--- config.mk ---
export PLATFORM = sky130hd
export DESIGN_NAME = issue_queue_flat
export DESIGN_NICKNAME = d
export VERILOG_FILES = /design/src/rtl/issue_queue_if.sv /design/src/rtl/issue_queue.sv /design/src/flat_wrapper.sv
export SDC_FILE = /design/constraint.sdc
export NUM_CORES = 1
export LEC_CHECK = 0
export ABC_CLOCK_PERIOD_IN_PS = 2900
export CAP_MARGIN = 20
export CORE_MARGIN = 1
export CORE_UTILIZATION = 45
export DETAILED_ROUTE_END_ITERATION = 6
export PLACE_DENSITY = 0.69
export RECOVER_POWER = 25
export SLEW_MARGIN = 30
export SYNTH_ARGS = -nofsm -noshare
export SYNTH_HDL_FRONTEND = slang
export SYNTH_SLANG_ARGS = --single-unit
--- constraint.sdc ---
create_clock -name clk -period 2.9 [get_ports clk]
set_input_delay 0.29 -clock clk [delete_from_list [all_inputs] [get_ports clk]]
set_output_delay 0.29 -clock clk [all_outputs]
set_load 0.01 [all_outputs]
--- src/rtl/issue_queue_if.sv ---
// Dispatch, CDB wakeup and issue handshake bundle for issue_queue.
// master drives dispatch/CDB/iss_ready; slave is the queue itself.
interface issue_queue_if #(
  parameter int unsigned TAG_W = 3
);
  logic             disp_valid;
  logic             disp_ready;
  logic [7:0]       disp_instr;
  logic [TAG_W-1:0] disp_src1_tag;
  logic [TAG_W-1:0] disp_src2_tag;
  logic             disp_src1_rdy;
  logic             disp_src2_rdy;
  logic [7:0]       disp_src1_val;
  logic [7:0]       disp_src2_val;

  logic             cdb_valid;
  logic [TAG_W-1:0] cdb_tag;
  logic [7:0]       cdb_data;

  logic             iss_valid;
  logic             iss_ready;
  logic [7:0]       iss_instr;
  logic [7:0]       iss_rd1;
  logic [7:0]       iss_rd2;

  modport master (
    output disp_valid, disp_instr, disp_src1_tag, disp_src2_tag,
           disp_src1_rdy, disp_src2_rdy, disp_src1_val, disp_src2_val,
           cdb_valid, cdb_tag, cdb_data, iss_ready,
    input  disp_ready, iss_valid, iss_instr, iss_rd1, iss_rd2
  );

  modport slave (
    input  disp_valid, disp_instr, disp_src1_tag, disp_src2_tag,
           disp_src1_rdy, disp_src2_rdy, disp_src1_val, disp_src2_val,
           cdb_valid, cdb_tag, cdb_data, iss_ready,
    output disp_ready, iss_valid, iss_instr, iss_rd1, iss_rd2
  );
endinterface

--- src/rtl/issue_queue.sv ---
// Collapsing, age-ordered issue queue with CDB wakeup and oldest-ready select.
// Optional issue-stall counter enabled by defining ISSUE_QUEUE_STALL_CNT_EN.
module issue_queue #(
  parameter int unsigned DEPTH = 4,
  parameter int unsigned TAG_W = 3
) (
  input  logic               clk,
  input  logic               rst,
  input  logic               flush,
  issue_queue_if.slave       bus,
  output logic [3:0]         occupancy,
  output logic [7:0]         stall_cnt
);

  localparam int unsigned IDX_W  = (DEPTH > 1) ? $clog2(DEPTH) : 1;
  localparam int unsigned CNT_W  = 4;
  localparam int unsigned DATA_W = 8;

  typedef struct packed {
    logic              valid;
    logic [DATA_W-1:0] instr;
    logic              rdy1;
    logic              rdy2;
    logic [TAG_W-1:0]  tag1;
    logic [TAG_W-1:0]  tag2;
    logic [DATA_W-1:0] val1;
    logic [DATA_W-1:0] val2;
  } entry_t;

  entry_t           ent_q [DEPTH];
  entry_t           ent_d [DEPTH];
  entry_t           ent_w [DEPTH];
  entry_t           new_ent;
  entry_t           sel_ent;
  logic [CNT_W-1:0] occ_q;
  logic [CNT_W-1:0] occ_d;
  logic [CNT_W-1:0] occ_base;
  logic [IDX_W-1:0] sel_idx;
  logic             any_iss;
  logic             iss_fire;
  logic             disp_fire;

  // Oldest issuable entry wins; scan from youngest so the lowest index lands last.
  always_comb begin
    any_iss = 1'b0;
    sel_idx = '0;
    sel_ent = '0;
    for (int i = DEPTH - 1; i >= 0; i--) begin
      if (ent_q[i].valid && ent_q[i].rdy1 && ent_q[i].rdy2) begin
        any_iss = 1'b1;
        sel_idx = IDX_W'(i);
        sel_ent = ent_q[i];
      end
    end
  end

  assign bus.iss_valid  = any_iss && !flush;
  assign bus.iss_instr  = bus.iss_valid ? sel_ent.instr : 8'h00;
  assign bus.iss_rd1    = bus.iss_valid ? sel_ent.val1  : 8'h00;
  assign bus.iss_rd2    = bus.iss_valid ? sel_ent.val2  : 8'h00;
  assign bus.disp_ready = (occ_q < CNT_W'(DEPTH)) && !flush;
  assign occupancy      = occ_q;

  assign iss_fire  = bus.iss_valid && bus.iss_ready;
  assign disp_fire = bus.disp_valid && bus.disp_ready;

  // Wakeup of resident entries; takes effect at the edge, never bypassed to select.
  always_comb begin
    for (int i = 0; i < DEPTH; i++) begin
      ent_w[i] = ent_q[i];
      if (bus.cdb_valid && ent_q[i].valid) begin
        if (!ent_q[i].rdy1 && (ent_q[i].tag1 == bus.cdb_tag)) begin
          ent_w[i].rdy1 = 1'b1;
          ent_w[i].val1 = bus.cdb_data;
        end
        if (!ent_q[i].rdy2 && (ent_q[i].tag2 == bus.cdb_tag)) begin
          ent_w[i].rdy2 = 1'b1;
          ent_w[i].val2 = bus.cdb_data;
        end
      end
    end
  end

  // Incoming entry, including a wakeup that coincides with its dispatch.
  always_comb begin
    new_ent       = '0;
    new_ent.valid = 1'b1;
    new_ent.instr = bus.disp_instr;
    new_ent.tag1  = bus.disp_src1_tag;
    new_ent.tag2  = bus.disp_src2_tag;
    new_ent.rdy1  = bus.disp_src1_rdy;
    new_ent.rdy2  = bus.disp_src2_rdy;
    new_ent.val1  = bus.disp_src1_val;
    new_ent.val2  = bus.disp_src2_val;
    if (bus.cdb_valid && !bus.disp_src1_rdy && (bus.disp_src1_tag == bus.cdb_tag)) begin
      new_ent.rdy1 = 1'b1;
      new_ent.val1 = bus.cdb_data;
    end
    if (bus.cdb_valid && !bus.disp_src2_rdy && (bus.disp_src2_tag == bus.cdb_tag)) begin
      new_ent.rdy2 = 1'b1;
      new_ent.val2 = bus.cdb_data;
    end
  end

  // Collapse on issue first, then append at the post-removal tail; flush overrides all.
  always_comb begin
    for (int i = 0; i < DEPTH; i++) begin
      ent_d[i] = ent_w[i];
    end
    if (iss_fire) begin
      for (int i = 0; i < DEPTH - 1; i++) begin
        if (IDX_W'(i) >= sel_idx) begin
          ent_d[i] = ent_w[i + 1];
        end
      end
      ent_d[DEPTH - 1] = '0;
    end
    occ_base = occ_q - CNT_W'(iss_fire);
    if (disp_fire) begin
      for (int i = 0; i < DEPTH; i++) begin
        if (CNT_W'(i) == occ_base) begin
          ent_d[i] = new_ent;
        end
      end
    end
    occ_d = occ_base + CNT_W'(disp_fire);
    if (flush) begin
      for (int i = 0; i < DEPTH; i++) begin
        ent_d[i] = '0;
      end
      occ_d = '0;
    end
  end

  always_ff @(posedge clk) begin
    if (rst) begin
      occ_q <= '0;
      for (int i = 0; i < DEPTH; i++) begin
        ent_q[i] <= '0;
      end
    end else begin
      occ_q <= occ_d;
      for (int i = 0; i < DEPTH; i++) begin
        ent_q[i] <= ent_d[i];
      end
    end
  end

`ifdef ISSUE_QUEUE_STALL_CNT_EN
  logic [7:0] stall_q;
  logic [7:0] stall_d;

  // Saturating count of cycles an offered entry is refused; flush does not clear it.
  always_comb begin
    stall_d = stall_q;
    if (bus.iss_valid && !bus.iss_ready && (stall_q != 8'hFF)) begin
      stall_d = stall_q + 8'd1;
    end
  end

  always_ff @(posedge clk) begin
    if (rst) begin
      stall_q <= 8'h00;
    end else begin
      stall_q <= stall_d;
    end
  end

  assign stall_cnt = stall_q;
`else
  assign stall_cnt = 8'h00;
`endif

endmodule

--- src/flat_wrapper.sv ---
// flat-port wrapper written by rule: the top's interface ports become plain ports
module issue_queue_flat 
#(
  parameter int unsigned DEPTH = 4,
  parameter int unsigned TAG_W = 3
)
  (clk, rst, flush, occupancy, stall_cnt, bus_disp_valid, bus_disp_instr, bus_disp_src1_tag, bus_disp_src2_tag, bus_disp_src1_rdy, bus_disp_src2_rdy, bus_disp_src1_val, bus_disp_src2_val, bus_cdb_valid, bus_cdb_tag, bus_cdb_data, bus_iss_ready, bus_disp_ready, bus_iss_valid, bus_iss_instr, bus_iss_rd1, bus_iss_rd2);
  issue_queue_if #(.TAG_W(TAG_W)) bus_i ();
  input  logic clk;
  input  logic rst;
  input  logic flush;
  output logic [3:0] occupancy;
  output logic [7:0] stall_cnt;
  input wire logic [$bits(bus_i.disp_valid)-1:0] bus_disp_valid;
  input wire logic [$bits(bus_i.disp_instr)-1:0] bus_disp_instr;
  input wire logic [$bits(bus_i.disp_src1_tag)-1:0] bus_disp_src1_tag;
  input wire logic [$bits(bus_i.disp_src2_tag)-1:0] bus_disp_src2_tag;
  input wire logic [$bits(bus_i.disp_src1_rdy)-1:0] bus_disp_src1_rdy;
  input wire logic [$bits(bus_i.disp_src2_rdy)-1:0] bus_disp_src2_rdy;
  input wire logic [$bits(bus_i.disp_src1_val)-1:0] bus_disp_src1_val;
  input wire logic [$bits(bus_i.disp_src2_val)-1:0] bus_disp_src2_val;
  input wire logic [$bits(bus_i.cdb_valid)-1:0] bus_cdb_valid;
  input wire logic [$bits(bus_i.cdb_tag)-1:0] bus_cdb_tag;
  input wire logic [$bits(bus_i.cdb_data)-1:0] bus_cdb_data;
  input wire logic [$bits(bus_i.iss_ready)-1:0] bus_iss_ready;
  output wire logic [$bits(bus_i.disp_ready)-1:0] bus_disp_ready;
  output wire logic [$bits(bus_i.iss_valid)-1:0] bus_iss_valid;
  output wire logic [$bits(bus_i.iss_instr)-1:0] bus_iss_instr;
  output wire logic [$bits(bus_i.iss_rd1)-1:0] bus_iss_rd1;
  output wire logic [$bits(bus_i.iss_rd2)-1:0] bus_iss_rd2;
  assign bus_i.disp_valid = bus_disp_valid;
  assign bus_i.disp_instr = bus_disp_instr;
  assign bus_i.disp_src1_tag = bus_disp_src1_tag;
  assign bus_i.disp_src2_tag = bus_disp_src2_tag;
  assign bus_i.disp_src1_rdy = bus_disp_src1_rdy;
  assign bus_i.disp_src2_rdy = bus_disp_src2_rdy;
  assign bus_i.disp_src1_val = bus_disp_src1_val;
  assign bus_i.disp_src2_val = bus_disp_src2_val;
  assign bus_i.cdb_valid = bus_cdb_valid;
  assign bus_i.cdb_tag = bus_cdb_tag;
  assign bus_i.cdb_data = bus_cdb_data;
  assign bus_i.iss_ready = bus_iss_ready;
  assign bus_disp_ready = bus_i.disp_ready;
  assign bus_iss_valid = bus_i.iss_valid;
  assign bus_iss_instr = bus_i.iss_instr;
  assign bus_iss_rd1 = bus_i.iss_rd1;
  assign bus_iss_rd2 = bus_i.iss_rd2;
  issue_queue #(.DEPTH(DEPTH), .TAG_W(TAG_W)) u_core (.clk(clk), .rst(rst), .flush(flush), .bus(bus_i), .occupancy(occupancy), .stall_cnt(stall_cnt));
endmodule
* Word level (Yosys, flattened, before mapping)
Memories as Yosys holds them, arrays and structs flattened.
Cells that the tools add are included.
** Word-level totals
- Flip-flop bits (word level) :: 4
- Memory bits (writable) :: 132
- Bits of input ports :: 49
- Memories :: 1
** Memories
- u_core.ent_q :: words 4, bits a word 33, read ports 4, clocked after memory_dff 0, wr ports 4, RTL line issue_queue.sv:30 : entry_t ent_q [DEPTH];
** Operators by class
- Add/subtract/negate cells :: 2
- Order comparisons :: 4
- Equality and inequality tests :: 13
- Multiplexer cells :: 60
- Bitwise gates (word level) :: 4
- Reduce and logical (&&, ||, !) cells :: 41
** Operators with widths (count)
- $mux W132 :: 3
- $mux W33 :: 11
- $mux W32 :: 4
- $mux W8 :: 13
- $mux W16 :: 4
- $eq A3 B3 Y1 :: 10
- $logic_and A1 B1 Y1 :: 28
- $mux W1 :: 17
- $mux W2 :: 8
- $logic_not A1 Y1 :: 11
- $eq A2 B4 Y1 const A :: 2
- $add A4 B1 Y4 :: 1
- $eq A1 B4 Y1 const A :: 1
- $ge A1 B2 Y1 const A :: 2
- $logic_not A4 Y1 :: 1
- $lt A4 B3 Y1 const B :: 1
- $or A1 B1 Y1 :: 4
- $sub A4 B1 Y4 :: 1
- $ge A2 B2 Y1 const A :: 1
- $reduce_or A2 Y1 :: 1

* Depth between registers and ports, before layout
Gate-level depths: netlist (run 1).
An unclocked memory read counts as a cell.
- Depth in word-level cells :: 15
- Gate-level depth with buffers :: 15

* Least setup slack after synthesis (run 1)
Ideal clock, no wire load.
- Path type :: reg-to-reg
- From :: memory u_core.ent_q[0][65] (netlist bit)
- To :: memory u_core.ent_q[0][54] (netlist bit)
- Arrival :: 2.986 ns
- Required time :: 2.763 ns
- Setup slack :: -0.223 ns
- Cell stages (with the launch flop) :: 14
- Clock period less this slack :: 3.123 ns
- Cell sequence :: dfxtp_1 -> nand3_1 -> and2_1 -> a31o_2 -> buf_2 -> clkinv_1 -> clkbuf_1 -> ha_1 -> ha_1 -> nor2b_1 -> nand4_1 -> clkbuf_1 -> buf_1 -> a211oi_1
** RTL lines (RTL line)
- from (decl) :: issue_queue.sv:30

==> results of run 1 <==
-- per-layer routing --
layer | global-route usage [%] | wire (µm) | part of all wire [%]
met1 | 37.5 | 10400 | 44
met3 | 4.69 | 1780 | 7.5
met4 | 9.88 | 521 | 2.2
met5 | 0 | 0 | 0
met2 | 44.5 | 11000 | 46
-- repair_timing --
action,CTS,global route
hold buffers,0,0
setup buffers,0,2
setup endpoints to repair,7,23
resized for setup,3,4
pin swaps,0,1
hold endpoints to repair,0,0
-- stage by stage --
stage	power, mW	hold WS, ns	util, %
floorplan	2.12	0.426	-
global placement	2.28	0.469	53.5
detailed placement	2.28	0.479	53.5
CTS	4.60	0.487	57.5
global route	4.72	0.515	57.5
finish	4.59	0.485	57.5
-- path summary, 6_finish.rpt --
| path | from | end | slack, ns |
|---|---|---|---|
| max reg2reg | u_core.ent_q[0][32] | u_core.ent_q[0][5] | 0.14 |
| min reg2reg | u_core.ent_q[0][125] | u_core.ent_q[0][125] | 0.49 |
| max | u_core.ent_q[0][32] | bus_iss_rd2[7] | 0.09 |
| min | u_core.ent_q[0][125] | u_core.ent_q[0][125] | 0.49 |
-- final cells by class --
class	instances	area [µm²]	area share [%]
Multi-Input combinational cell	617	4530	47.7
Sequential cell	136	2720	28.7
Timing Repair Buffer	137	1300	13.7
Clock buffer	21	470	4.96
Tap cell	220	275	2.90
Clock inverter	11	169	1.78
Inverter	7	27.5	0.290
-- cells in the final DEF, fill, tap and decap left out, types with 4 or more instances in the layout --
master,count
sky130_fd_sc_hd__mux2_2,32
sky130_fd_sc_hd__and2_1,5
sky130_fd_sc_hd__or2_2,5
sky130_fd_sc_hd__nor2b_1,6
sky130_fd_sc_hd__and3_1,4
sky130_fd_sc_hd__nand2_1,64
sky130_fd_sc_hd__dlygate4sd3_1,6
sky130_fd_sc_hd__o21ai_0,18
sky130_fd_sc_hd__a211oi_1,28
sky130_fd_sc_hd__clkdlybuf4s50_1,72
sky130_fd_sc_hd__xor2_1,13
sky130_fd_sc_hd__nor3_1,23
sky130_fd_sc_hd__a21oi_1,36
sky130_fd_sc_hd__nor2_1,41
sky130_fd_sc_hd__inv_1,6
sky130_fd_sc_hd__mux2i_1,126
sky130_fd_sc_hd__nand4_1,7
sky130_fd_sc_hd__o32ai_1,16
sky130_fd_sc_hd__o221ai_1,32
sky130_fd_sc_hd__xnor2_1,19
sky130_fd_sc_hd__clkbuf_16,17
sky130_fd_sc_hd__a221oi_1,24
sky130_fd_sc_hd__buf_12,7
sky130_fd_sc_hd__bufinv_16,4
sky130_fd_sc_hd__dfxtp_1,136
sky130_fd_sc_hd__nand3_1,25
sky130_fd_sc_hd__conb_1,8
sky130_fd_sc_hd__nand2b_1,9
sky130_fd_sc_hd__o22ai_1,39
sky130_fd_sc_hd__buf_4,46
sky130_fd_sc_hd__clkinv_2,4
sky130_fd_sc_hd__ha_1,4
-- state kept, by name (all words and copies together) (netlist names) --
| name | flops |
|---|---|
| u_core.occupancy | 4 |
| u_core.ent_q | 132 |
-- cells in the mapped netlist (16+ instances only) --
library cell / number
sky130_fd_sc_hd__a211oi_1: 28
sky130_fd_sc_hd__a21oi_1: 38
sky130_fd_sc_hd__a221oi_1: 24
sky130_fd_sc_hd__buf_2: 18
sky130_fd_sc_hd__clkbuf_1: 50
sky130_fd_sc_hd__dfxtp_1: 136
sky130_fd_sc_hd__mux2_2: 32
sky130_fd_sc_hd__mux2i_1: 126
sky130_fd_sc_hd__nand2_1: 64
sky130_fd_sc_hd__nand3_1: 25
sky130_fd_sc_hd__nor2_1: 42
sky130_fd_sc_hd__nor3_1: 25
sky130_fd_sc_hd__o21ai_0: 18
sky130_fd_sc_hd__o221ai_1: 32
sky130_fd_sc_hd__o22ai_1: 39
sky130_fd_sc_hd__o32ai_1: 16
sky130_fd_sc_hd__xnor2_1: 19
-- power groups by stage --
stage / registers, mW / clock network, mW / logic (mW)
finish: 1.90 / 2.35 / 0.348
global placement: 1.94 / 0 / 0.341
CTS: 1.90 / 2.36 / 0.346
floorplan: 1.93 / 0 / 0.191
global route: 1.90 / 2.45 / 0.370
detailed placement: 1.94 / 0 / 0.343
-- worst max-delay path, stage by stage (launching register included) --
cell and delay [ns]:
sky130_fd_sc_hd__dfxtp_1 0.37, sky130_fd_sc_hd__nand3_1 0.14, sky130_fd_sc_hd__buf_6 0.25, sky130_fd_sc_hd__nand2b_1 0.13, sky130_fd_sc_hd__buf_4 0.23, sky130_fd_sc_hd__o22ai_1 0.11, sky130_fd_sc_hd__nor3_1 0.25, sky130_fd_sc_hd__clkdlybuf4s50_1 0.60
-- cell families (layout without fill, tap and decap cells) --
logic type | Yosys count | in the layout | share of synthesized area [%]
buffers and inverters | 88 | 176 | 5.29
multiplexers | 158 | 158 | 21.4
AO/OA/AOI/OAI | 207 | 207 | 19.4
XOR/XNOR | 33 | 33 | 3.91
AND/OR/NAND/NOR | 207 | 207 | 13.5
adder cells (fa/ha/maj) | 4 | 4 | 0.659
other | 1 | 8 | 0.0494
flip-flops | 136 | 136 | 35.9
==> flow_summary.rst, run 1 <==
.. list-table::
   :header-rows: 1

   * - Metric
     - Value
   * - Final-stage net count
     - 969
   * - Fraction of power consumed by sequential logic
     - 41.3%
   * - Syn Area/Cell
     - 9.10 µm²
   * - Synth-to-layout area growth
     - 25.0%
   * - Final routed wire length divided by cell count
     - 20.6 µm
   * - Antenna viol nets, final
     - 0
   * - Number of cells on the worst reg-to-reg path
     - 12
   * - Sw Share
     - 22.8%
   * - Startpoint type of the worst setup path
     - flop
   * - CTS Buffer Depth
     - 2
   * - Largest net degree at the start of global routing
     - 32
   * - Half-perimeter wire length after detailed placement
     - 15.2 mm
   * - Max-capacitance violation count
     - 0
   * - Total count of max-transition violations in the final report
     - 0
   * - Starting DRT DRC Count
     - 703
   * - Leak Pwr
     - 3.20 nW
   * - Die Footprint
     - 0.0174 mm²
   * - Area share of the leading cell type in the synthesized netlist
     - 35.9%
   * - Placed cell areas
     - 0.00884 mm²
   * - Largest area contributor in the synthesized netlist
     - sky130_fd_sc_hd__dfxtp_1
   * - Clock Sinks
     - 136
   * - Synthesized netlist cell count
     - 834
   * - Max frequency
     - 356 MHz
   * - Global-route wire length before repair
     - 37.3 mm
   * - Final standard cell count with taps included and fillers excluded
     - 1149
   * - Final clock skew
     - 0.00752 ns
   * - Die extent in x
     - 132 µm
   * - Initial antenna violation count
     - 0
   * - Share of the yosys chip area belonging to registers
     - 35.9%
   * - Detailed-route DRC error count
     - 0
   * - Prevailing post-synth register cell
     - sky130_fd_sc_hd__dfxtp_1
   * - Switching component of the power
     - 1.04 mW
   * - Starting density of the core
     - 46.0%
   * - Layout Cell Area excl Fill
     - 0.00949 mm²
   * - Source-to-sink clock delay at the later pin of the worst-skew pair
     - 0.43 ns
   * - Cell internal pwr
     - 3.55 mW
   * - Count of synthesis-stage warnings from yosys
     - 0
   * - Gate power share
     - 7.6%
   * - GP Congestion
     - 0.875
   * - CTS Buf Count
     - 17
   * - Tightest Hold Check Type
     - flop to flop
   * - Per-cell via count in the routed design
     - 6.17
   * - Die height
     - 132 µm
   * - Hold Path Stages
     - 2
   * - Biggest area contributors in the synthesized netlist
     - sky130_fd_sc_hd__dfxtp_1, sky130_fd_sc_hd__mux2i_1, sky130_fd_sc_hd__mux2_2
   * - Share of total power in the clock network
     - 51.1%
   * - Asr flop ratio synth
     - 0%
   * - Clock tree from TritonCTS
     - yes
   * - Fin. Hold Viols
     - 0
   * - Via total after detailed routing
     - 7093
   * - Core Rows
     - 47
   * - Worst max-slew margin expressed relative to the limit
     - 60.7%
   * - Routed WL
     - 23.7 mm
   * - Share of post-route cells with drive strength above 1
     - 15.3%
   * - Status
     - finished clean
   * - Post-synthesis cell area
     - 0.00759 mm²
   * - Count of antenna diodes in the layout
     - 0
   * - Number of top-level pins
     - 87
   * - Remaining global-route overflow
     - 0
   * - Worst Setup Slack post-DPL
     - -0.0112 ns
   * - First-pass DRT Iterations
     - 5
   * - Arr. time, crit path
     - 2.52 ns
   * - Overall fraction of global-route tracks in use
     - 27.7%
   * - Critical path data required time
     - 2.61 ns
   * - Port-buffer cells
     - 78
   * - Placed Cells incl. Taps
     - 1115
   * - Final min period
     - 2.81 ns
   * - Yosys cell types
     - 51
   * - Number of synthesized flops with an enable pin
     - 0
   * - # H-tree levels
     - 4
   * - Standard cell core area
     - 0.0165 mm²
   * - Sort of element at the end of the critical path
     - output port
   * - Clk Tree Root Cell
     - sky130_fd_sc_hd__clkbuf_16
   * - Number of fillers in the final layout
     - 1461
   * - Clk pin slew, worst setup/hold paths
     - 0.06 ns
   * - Final setup fails
     - 0
   * - Worst IR Drop VDD
     - 0.000426 V
   * - TNS Setup
     - 0 ns
   * - Number of global-route vias before repair
     - 6669
   * - Tightest Pin Transition
     - 0.587 ns
   * - #FFs+latches synth
     - 136
   * - Total power divided by cell area
     - 483 mW/mm²
   * - Setup slack of the critical path after layout
     - 0.0913 ns
   * - Worst-path fanout max
     - 29
   * - Setup CP Type
     - flop to output port
   * - Post-route fraction of the period consumed by the critical path
     - 96.9%
   * - Setup repair after global routing missed its margin
     - true
Power figures use the tool's default switching activity.
==> run 2, diff against run 1 <==
--- a/config.mk
+++ b/config.mk
@@ -6,7 +6,6 @@
 export NUM_CORES = 1
 export LEC_CHECK = 0
 export ABC_CLOCK_PERIOD_IN_PS = 2900
-export CAP_MARGIN = 20
 export CORE_MARGIN = 1
 export CORE_UTILIZATION = 45
 export DETAILED_ROUTE_END_ITERATION = 6
==> results of run 2 <==
Same layout as run 1: the final DEF is identical, and so are final timing and power.
==> run 3, diff against run 2 <==
--- a/config.mk
+++ b/config.mk
@@ -5,13 +5,15 @@
 export SDC_FILE = /design/constraint.sdc
 export NUM_CORES = 1
 export LEC_CHECK = 0
+export ABC_AREA = 1
 export ABC_CLOCK_PERIOD_IN_PS = 2900
+export CAP_MARGIN = 5
 export CORE_MARGIN = 1
 export CORE_UTILIZATION = 45
 export DETAILED_ROUTE_END_ITERATION = 6
-export PLACE_DENSITY = 0.69
+export PLACE_DENSITY = 0.68
 export RECOVER_POWER = 25
-export SLEW_MARGIN = 30
+export SLEW_MARGIN = 40
 export SYNTH_ARGS = -nofsm -noshare
 export SYNTH_HDL_FRONTEND = slang
 export SYNTH_SLANG_ARGS = --single-unit
==> run 3 against run 2 <==
Effect of this change:
- the run now ends with negative setup slack left
- area after synthesis increased by 19%
- die area increased by 18%
- critical path depth increased by 1
- routed wire length increased by 37%
- sequential share of layout area decreased by 3.7 points
- clock skew about the same
- flip-flop and latch count unchanged
- worst setup slack got worse by 0.11 ns
- synthesized cell count increased by 73%
- first-iteration DRC count increased by 79%
- via count increased by 44%
- final area increased by 15%
- critical path type unchanged
- largest cell class unchanged
- highest routed layer unchanged
==> flow_summary.rst, run 3 <==
.. list-table::
   :header-rows: 1

   * - Metric
     - Value
   * - Status
     - finished, violations left
   * - Violations in the final reports
     - negative setup slack
   * - Largest area contributor in the synthesized netlist
     - sky130_fd_sc_hd__dfxtp_1
   * - Most common cell after layout, fill and taps aside
     - sky130_fd_sc_hd__nand2_1
   * - Overall fraction of global-route tracks in use
     - 32.5%
   * - Reg2reg end
     - u_core.ent_q[0][91]
   * - Number of fillers in the final layout
     - 1988
   * - Via total after detailed routing
     - 10200
   * - Count of antenna diodes in the layout
     - 0
   * - Largest net degree at the start of global routing
     - 65
   * - Placed Cells incl. Taps
     - 1761
   * - Yosys cell types
     - 45
   * - Min-Delay Startpoint
     - u_core.ent_q[0][116]
   * - R2R setup slack
     - 0.17 ns
   * - Clk pin slew, worst setup/hold paths
     - 0.06 ns
   * - Synth cell count leaders
     - sky130_fd_sc_hd__nand2_1, sky130_fd_sc_hd__inv_1, sky130_fd_sc_hd__nand3_1
   * - Post-synthesis cell area
     - 0.00901 mm²
   * - Source-to-sink clock delay at the later pin of the worst-skew pair
     - 0.43 ns
   * - Antenna viol nets, final
     - 0
   * - Total count of max-transition violations in the final report
     - 0
   * - Tightest Hold Check Type
     - flop to flop
   * - Worst max-slew margin expressed relative to the limit
     - 50.1%
   * - Total power divided by cell area
     - 443 mW/mm²
   * - Number of top-level pins
     - 87
   * - First-pass DRT Iterations
     - 6
   * - Synth-to-layout area growth
     - 21.1%
   * - Area share of the leading cell type in the synthesized netlist
     - 30.2%
   * - Number of cells on the worst reg-to-reg path
     - 17
   * - Biggest register
     - u_core.ent_q
   * - Port-buffer cells
     - 78
   * - Startpoint type of the worst setup path
     - flop
   * - Setup CP Type
     - flop to output port
   * - Die extent in x
     - 144 µm
   * - Setup slack of the critical path after layout
     - -0.0146 ns
   * - Leak Pwr
     - 5.12 nW
   * - Count of synthesis-stage warnings from yosys
     - 0
   * - Die Footprint
     - 0.0206 mm²
   * - CTS Buf Count
     - 17
   * - Worst-path fanout max
     - 5
   * - Core Rows
     - 51
   * - Origin of the critical flop-to-flop path
     - u_core.ent_q[0][98]
   * - Initial antenna violation count
     - 0
   * - GP Congestion
     - 0.910
   * - Routed WL
     - 32.5 mm
   * - Remaining global-route overflow
     - 0
   * - Sw Share
     - 24.2%
   * - Hold-fix buffer count after cts
     - 0
   * - Final routed wire length divided by cell count
     - 18.1 µm
   * - Synthesized netlist cell count
     - 1441
   * - Fin. Hold Viols
     - 0
   * - Global-route wire length before repair
     - 50.5 mm
   * - Tightest Pin Transition
     - 0.748 ns
   * - Die height
     - 144 µm
   * - Share of the yosys chip area belonging to registers
     - 30.2%
   * - Arr. time, crit path
     - 2.62 ns
   * - Switching component of the power
     - 1.17 mW
   * - Max frequency
     - 343 MHz
   * - Biggest area contributors in the synthesized netlist
     - sky130_fd_sc_hd__dfxtp_1, sky130_fd_sc_hd__nand2_1, sky130_fd_sc_hd__nand3_1
   * - Asr flop ratio synth
     - 0%
   * - CTS Buffer Depth
     - 2
   * - Total power after layout
     - 4.84 mW
   * - Post-route fraction of the period consumed by the critical path
     - 101%
   * - Syn Area/Cell
     - 6.25 µm²
   * - Clock tree from TritonCTS
     - yes
   * - # H-tree levels
     - 4
   * - Hold Path Stages
     - 2
   * - Half-perimeter wire length after detailed placement
     - 21.9 mm
   * - Sort of element at the end of the critical path
     - output port
   * - Number of global-route vias before repair
     - 9214
   * - Per-cell via count in the routed design
     - 5.69
   * - Standard cell core area
     - 0.0195 mm²
   * - Share of total power in the clock network
     - 51.1%
   * - Cell internal pwr
     - 3.67 mW
   * - Fraction of power consumed by sequential logic
     - 39.2%
   * - Largest register FFs
     - 132
   * - Most frequent cell after synthesis
     - sky130_fd_sc_hd__nand2_1
   * - Critical path data required time
     - 2.61 ns
   * - Clock Sinks
     - 136
   * - Number of synthesized flops with an enable pin
     - 0
   * - Share of post-route cells with drive strength above 1
     - 10.4%
   * - #FFs+latches synth
     - 136
   * - Core occupancy in the finished layout
     - 55.9%
   * - Max-capacitance violation count
     - 0
   * - Starting DRT DRC Count
     - 1256
   * - Worst IR Drop VDD
     - 0.000454 V
   * - Final clock skew
     - 0.00706 ns
   * - Final standard cell count with taps included and fillers excluded
     - 1797
   * - Final setup fails
     - 1
   * - Clk Tree Root Cell
     - sky130_fd_sc_hd__clkbuf_16
   * - Prevailing post-synth register cell
     - sky130_fd_sc_hd__dfxtp_1
   * - Commonest non-fill, non-tap cells in the layout
     - sky130_fd_sc_hd__nand2_1, sky130_fd_sc_hd__inv_1, sky130_fd_sc_hd__nand3_1
   * - Final min period
     - 2.91 ns
   * - Detailed-route DRC error count
     - 0
   * - Starting density of the core
     - 46.1%
   * - Gate power share
     - 9.7%
   * - Final-stage net count
     - 1572
   * - Worst Setup Slack post-DPL
     - 0.0901 ns
   * - End point of the worst hold path
     - u_core.ent_q[0][116]
-- run 3: critical path, stage by stage, from the launching register on --
cell,delay (ns)
sky130_fd_sc_hd__dfxtp_1,0.41
sky130_fd_sc_hd__nand3_1,0.17
sky130_fd_sc_hd__nand2_1,0.16
sky130_fd_sc_hd__nor2_2,0.08
sky130_fd_sc_hd__nor2_4,0.22
sky130_fd_sc_hd__buf_4,0.16
sky130_fd_sc_hd__o311ai_0,0.15
sky130_fd_sc_hd__nor2_1,0.21
sky130_fd_sc_hd__clkdlybuf4s50_1,0.63
-- run 3: stage by stage --
step | area, µm² | hold slack (ns) | TNS, ns
2_1_floorplan | 9040 | 0.437 | 0
3_3_place_gp | 10200 | 0.464 | 0
3_5_place_dp | 10200 | 0.469 | 0
4_1_cts | 10900 | 0.478 | -0.00342
5_1_grt | 10900 | 0.505 | -0.0480
6_report | 10900 | 0.476 | -0.0146
-- run 3: worst max path at each step --
stage | from | to | depth (start not counted)
after floorplan | u_core.ent_q[0][32] | u_core.ent_q[0][92] | 17
after global placement | flush | u_core.ent_q[0][91] | 15
after detailed placement | flush | u_core.ent_q[0][91] | 15
after CTS | u_core.ent_q[0][22] | bus_iss_rd2[6] | 7
after global routing | u_core.ent_q[0][98] | bus_iss_rd2[6] | 8
final | u_core.ent_q[0][98] | bus_iss_rd2[5] | 8
-- run 3: per-layer routing --
layer | track usage [%] | vias to the layer above | share of wire, %
met3 | 5.33 | 101 | 8.6
li1 | - | 4865 | -
met4 | 17.6 | 0 | 4.5
met2 | 50.0 | 539 | 44
met5 | 0 | - | 0
met1 | 43.4 | 4718 | 43
-- run 3: area by class of cell --
| cell class | count | area, µm² | area share, % |
|---|---|---|---|
| multi-input combinational | 1051 | 5210 | 47.8 |
| sequential | 136 | 2720 | 25.0 |
| timing repair buffer | 137 | 1330 | 12.1 |
| inverter | 176 | 664 | 6.09 |
| clock buffer | 24 | 492 | 4.51 |
| tap | 265 | 332 | 3.04 |
| clock inverter | 8 | 165 | 1.51 |
-- run 3: cell families after synthesis --
group	Yosys count	synth area share [%]
simple gates	787	39.5
buf+inv	261	12.3
compound gates	240	16.0
flops	136	30.2
xor+xnor	12	1.33
fa+ha+maj	4	0.555
other cells	1	0.0416
-- run 3: what timing repair did --
| item | 4_1_cts | 5_1_grt |
|---|---|---|
| setup buffers | 0 | 4 |
| gates resized for setup | 4 | 12 |
| pin swaps | 2 | 7 |
| setup endpoints to repair | 6 | 29 |
-- run 3: power groups by stage --
stage	Sequential [mW]	Combinational, mW	Clock, mW
2_1_floorplan	1.94	0.261	0
3_3_place_gp	1.94	0.456	0
3_5_place_dp	1.94	0.458	0
4_1_cts	1.90	0.460	2.48
5_1_grt	1.90	0.502	2.56
6_report	1.90	0.468	2.47
